File: src/rtl/mp_adder_pipe.sv
// ============================================================================
//  Module      : mp_adder_pipe
//  Description : Multi-precision add/subtract pipeline. Each stage adds one
//                SEG_WIDTH segment; the carry and the operand/sum segments
//                move through per-stage registers in a skewed arrangement.
//  Revision    : 1.0 - initial release
// ============================================================================
`default_nettype none

module mp_adder_pipe #(
    parameter int ADDER_WIDTH = 256,
    parameter int SEG_WIDTH   = 32
) (
    input  logic                   iClk,
    input  logic                   iRstn,
    input  logic                   iValid,
    output logic                   oReady,
    input  logic [ADDER_WIDTH-1:0] iA,
    input  logic [ADDER_WIDTH-1:0] iB,
    input  logic                   iC,
    input  logic                   iSub,
    output logic                   oValid,
    input  logic                   iReady,
    output logic [ADDER_WIDTH-1:0] oSum,
    output logic                   oC,
    output logic                   oOvf
);

    localparam int NUM_SEG = ADDER_WIDTH / SEG_WIDTH;
    localparam int LAST    = NUM_SEG - 1;

    logic                   advance;
    logic [ADDER_WIDTH-1:0] b_eff;

    assign b_eff = iSub ? ~iB : iB;

    genvar k;
    for (k = 0; k < NUM_SEG; k++) begin : g_stage
        localparam int LO  = k * SEG_WIDTH;
        localparam int REM = ADDER_WIDTH - LO;

        // a_in/b_in hold the segments not yet added; segment k is the low slice.
        logic [REM-1:0]          a_in;
        logic [REM-1:0]          b_in;
        logic                    c_in;
        logic                    v_in;
        logic [SEG_WIDTH:0]      seg_res;
        logic [LO+SEG_WIDTH-1:0] sum_nxt;
        logic [LO+SEG_WIDTH-1:0] sum_d;
        logic [LO+SEG_WIDTH-1:0] sum_q;
        logic                    carry_d;
        logic                    carry_q;
        logic                    vld_d;
        logic                    vld_q;

        if (k == 0) begin : g_head
            assign a_in    = iA;
            assign b_in    = b_eff;
            assign c_in    = iC;
            assign v_in    = iValid;
            assign sum_nxt = seg_res[SEG_WIDTH-1:0];
        end else begin : g_body
            assign a_in    = g_stage[k-1].g_mid.rem_a_q;
            assign b_in    = g_stage[k-1].g_mid.rem_b_q;
            assign c_in    = g_stage[k-1].carry_q;
            assign v_in    = g_stage[k-1].vld_q;
            assign sum_nxt = {seg_res[SEG_WIDTH-1:0], g_stage[k-1].sum_q};
        end

        // Single segment-wide add; the synthesis tool maps it to a fast adder.
        assign seg_res = {1'b0, a_in[SEG_WIDTH-1:0]}
                       + {1'b0, b_in[SEG_WIDTH-1:0]}
                       + {{SEG_WIDTH{1'b0}}, c_in};

        always_comb begin
            vld_d   = vld_q;
            carry_d = carry_q;
            sum_d   = sum_q;
            if (advance) begin
                vld_d   = v_in;
                carry_d = seg_res[SEG_WIDTH];
                sum_d   = sum_nxt;
            end
        end

        always_ff @(posedge iClk or negedge iRstn) begin
            if (!iRstn) begin
                vld_q   <= 1'b0;
                carry_q <= 1'b0;
                sum_q   <= '0;
            end else begin
                vld_q   <= vld_d;
                carry_q <= carry_d;
                sum_q   <= sum_d;
            end
        end

        if (k < LAST) begin : g_mid
            logic [REM-SEG_WIDTH-1:0] rem_a_d;
            logic [REM-SEG_WIDTH-1:0] rem_a_q;
            logic [REM-SEG_WIDTH-1:0] rem_b_d;
            logic [REM-SEG_WIDTH-1:0] rem_b_q;

            always_comb begin
                rem_a_d = rem_a_q;
                rem_b_d = rem_b_q;
                if (advance) begin
                    rem_a_d = a_in[REM-1:SEG_WIDTH];
                    rem_b_d = b_in[REM-1:SEG_WIDTH];
                end
            end

            always_ff @(posedge iClk) begin
                rem_a_q <= rem_a_d;
                rem_b_q <= rem_b_d;
            end
        end else begin : g_tail
            logic ovf_d;
            logic ovf_q;

            // The top segment still carries the operand MSBs, so overflow is decided here.
            always_comb begin
                ovf_d = ovf_q;
                if (advance) begin
                    ovf_d = (a_in[REM-1] == b_in[REM-1]) &&
                            (seg_res[SEG_WIDTH-1] != a_in[REM-1]);
                end
            end

            always_ff @(posedge iClk or negedge iRstn) begin
                if (!iRstn) begin
                    ovf_q <= 1'b0;
                end else begin
                    ovf_q <= ovf_d;
                end
            end
        end
    end

    assign oValid  = g_stage[LAST].vld_q;
    assign oSum    = g_stage[LAST].sum_q;
    assign oC      = g_stage[LAST].carry_q;
    assign oOvf    = g_stage[LAST].g_tail.ovf_q;
    assign advance = ~(oValid & ~iReady);
    assign oReady  = advance;

endmodule

`default_nettype wire

File: config.mk
export PLATFORM = sky130hd
export DESIGN_NAME = mp_adder_pipe
export DESIGN_NICKNAME = d
export VERILOG_FILES = /design/src/rtl/mp_adder_pipe.sv
export SDC_FILE = /design/constraint.sdc
export NUM_CORES = 2
export LEC_CHECK = 0
export BUFFER_PORTS_ARGS = -buffer_cell sky130_fd_sc_hd__buf_2
export CAP_MARGIN = 20
export CORE_MARGIN = 2
export CORE_UTILIZATION = 60
export DETAILED_ROUTE_END_ITERATION = 7
export HOLD_SLACK_MARGIN = 0.05
export PLACE_DENSITY = 0.88
export SETUP_SLACK_MARGIN = 0.2
export SYNTH_ARGS = -nofsm -noshare
export SYNTH_HDL_FRONTEND = slang
export SYNTH_SLANG_ARGS = --single-unit
export TNS_END_PERCENT = 1
File: constraint.sdc
create_clock -name iClk -period 111.2 [get_ports iClk]
set_input_delay 22.24 -clock iClk [delete_from_list [all_inputs] [get_ports iClk]]
set_output_delay 22.24 -clock iClk [all_outputs]
set_load 0.005 [all_outputs]
==> qor.yml <==
worst_setup_path:
  reg2reg_depth: 10
  slowest_delay_ns: 0.38
  crit_family: "buffers and inverters"
  arrival_ns: 23.09
  startpoint_type: "primary input"
  cp_max_fo: 98
  end_kind: "output port"
  worst_ep_required_time_ns: 88.96
  slowest_stage: "inv_8"
  worstSetupPathDepth: 4
  cpMostUsedCell: "buf_2"
  path_buf_inv: 3
  crit_path_cell_trace: "buf_2 -> nor2b_4 -> inv_8 -> buf_2"
  crit_type: "primary input to output port"
sta:
  fmax_mhz: 22.1
  setup_viol: 0
  whs_ns: 0.377
  fin_tns_setup_ns: 0
  hold_violations: 0
  period_minus_slack_ns: 45.33
  setup_slack_ns: 65.87
  rsz0062_at_grt: "false"
  slew_violations: 0
  worst_slew_pin_slew_ns: 1.23
  maxSlewHeadroom: 0.180
  fin_crit_sh: 0.408
  fin_skew_ns: 0.0594
pwr:
  comb_power_share: 0.280
  pwr-share-clk: 0.242
  switchingPower_mw: 1.35
  powerDensity_mw_per_mm2: 31.7
  pwr-share-seq: 0.478
  p_leak_nw: 56.3
  p_sw_frac: 0.333
  p_int_mw: 2.69
  vdd_drop_max_mv: 0.0197
route:
  vias: 66400
  wire_per_inst_um: 20.7
  viasPerCell: 5.55
  firstDrtPassIters: 8
  wirelength_mm: 248
  drc: 3
  dr.first_iter.drc_count: 7138
  postRouteAntennaNets: 0
yosys:
  yosys_warnings: 0
  synth_top_area_cell: "edfxtp_1"
  ys.flop_type: "edfxtp_1"
  synth_top_area_frac: 0.483
  synthTopCellsByArea: "edfxtp_1 48%, dfrtp_1 26%, nand2_1 10%"
  syn_area_sq_mm: 0.111
  synth.avg_cell_area_sq_um: 13.2
  synthTopCellsByCount: "2981 x nand2_1, 1792 x edfxtp_1, 1169 x dfrtp_1, 357 x a21oi_1, 354 x xor2_1"
  syn-num-nets: 9213
  synth-seq-area-share: 0.746
  netlist-cell-type-count: 90
  synth_edf_count: 1792
  synth.most_common_cell: "nand2_1"
  ys_ff_latch: 2961
  synthCells: 8431
  synthArstFlopShare: 0.395
placement:
  place.gp.congestion: 0.940
  io_buffers: 777
  dpl.hpwl_mm: 151
  pre_cts_ws_ns: 65.79
clock_network:
  post-cts-setup-buffers: 0
  cts_tree: "done"
  post_cts_resized: 0
  insertion_delay_ns: 0.94
  root_buffer: "clkbuf_16"
  clk_pin_slew_ns: 0.06
  cts_buffer_depth: 4
  cts_sinks: 2961
  postCtsHoldBufs: 0
  htreeDepth: 5
  cts_buffers: 302
status:
  violations: "design-rule violations"
  status: "finished with violations"
final_layout:
  fillCellCount: 11500
  multi_input_area_sq_mm: 0.0269
  layout-drive-gt1-share: 0.138
  synthToLayoutAreaGrowth_pct: 14.5
  regArea_sq_mm: 0.0831
  final_net_count: 10000
die:
  fp-row-count: 158
  start_util: 0.602
  dieWidth_um: 435
  ioPinCount: 778
  core_area_sq_mm: 0.185
  die-area_sq_mm: 0.189
  dieHeight_um: 435
grt:
  grt_max_degree: 232
  grt_pass1_wl_mm: 380
  grt_pass1_vias: 66700
  grt_usage: 0.261
  overflow: 0
  antenna_found_initial: 30
worst_hold_path:
  holdPathStages: 0
  hold_class: "flip-flop to flip-flop"
run:
  maxCapViolCount: 0
## per-stage QoR
step | power [mW] | cells | util | cell area (sq um)
floorplan | 2.98 | 8431 | - | 111000
global placement | 2.91 | 11400 | 0.637 | 118000
detailed placement | 3.00 | 11400 | 0.637 | 118000
CTS | 4.03 | 11900 | 0.687 | 127000
global route | 4.25 | 12000 | 0.689 | 127000
finish | 4.03 | 12000 | 0.689 | 127000
## kinds of logic after synthesis
kind of cell,share of synthesized area
AND/OR/NAND/NOR,0.121
XOR/XNOR,0.0369
buffers and inverters,0.0121
multiplexers,0.000303
flip-flops,0.746
AO/OA/AOI/OAI,0.0526
adder cells (fa/ha/maj),0.0308
## cell type report
type | count | share of cell area
antenna | 19 | 0.000373
clock buffer | 391 | 0.0648
clock inverter | 129 | 0.00910
inverter | 45 | 0.00138
multi-input combinational | 5112 | 0.211
sequential | 2961 | 0.652
tap | 2480 | 0.0244
timing repair buffer | 837 | 0.0370
## power groups by stage
stage | combinational (mW) | clock, mW | sequential, mW
after floorplan | 0.767 | 0 | 2.22
after global placement | 1.02 | 0 | 1.90
after detailed placement | 1.07 | 0 | 1.93
after CTS | 1.11 | 0.992 | 1.93
after global routing | 1.24 | 1.03 | 1.97
final | 1.13 | 0.977 | 1.93
## worst paths after layout
kind / startpoint / endpoint / slack [ns]
max: iReady / oReady / 65.87
min: g_stage[3].g_mid.rem_b_q[68] / g_stage[4].g_mid.rem_b_q[36] / 0.38
max reg2reg: oValid / oSum[243] / 104.47
min reg2reg: g_stage[3].g_mid.rem_b_q[68] / g_stage[4].g_mid.rem_b_q[36] / 0.38
max in group asynchronous: iRstn / oSum[211] / 86.78
min in group asynchronous: iRstn / g_stage[5].sum_q[97] / 21.38
## worst reg2reg max path, cell delays in order (launching register included)
cell and delay [ns]:
dfrtp_1 0.44, nor2b_4 0.18, inv_8 0.38, buf_12 0.65, buf_12 0.92, buf_4 0.96
buf_4 0.82, buf_12 0.69, buf_12 1.02, nor2_1 0.37, a21oi_1 0.23
## cell usage in the layout (no fill, tap or decap), types with 33 or more instances in the layout
cell       synthesis  layout
clkbuf_16          0     307
edfxtp_1        1792    1792
buf_2              1     775
nand2_1         2981    2981
o21ai_0          177     177
nor2_1           223     223
nand3_1           37      37
buf_4              1      38
xor2_1           354     354
a21o_1           147     147
clkinv_1           0      34
ha_1             248     248
dfrtp_1         1169    1169
o21bai_1          46      46
xnor2_1          115     115
a21oi_1          357     357
nor3_1            33      33
inv_1             44      44
clkbuf_1         288      58
clkinv_2           0      44
nand2b_1          34      34
## metal layers
metal / vias up / wire length [um] / track usage
li1: 30500 / - / -
met1: 32600 / 90600 / 0.312
met5: - / 23 / 0
met3: 778 / 14400 / 0.0454
met2: 2534 / 125000 / 0.436
met4: 4 / 18200 / 0.172
## registers in the layout, indices dropped and copies added (netlist names)
register,flops
g_stage.vld_q,7
g_stage.sum_q,896
oValid,1
g_stage.carry_q,7
oOvf,1
g_stage.g_mid.rem_b_q,896
g_stage.g_mid.rem_a_q,896
oSum,256
oC,1
Note: power is estimated with default switching activity, not from simulation.
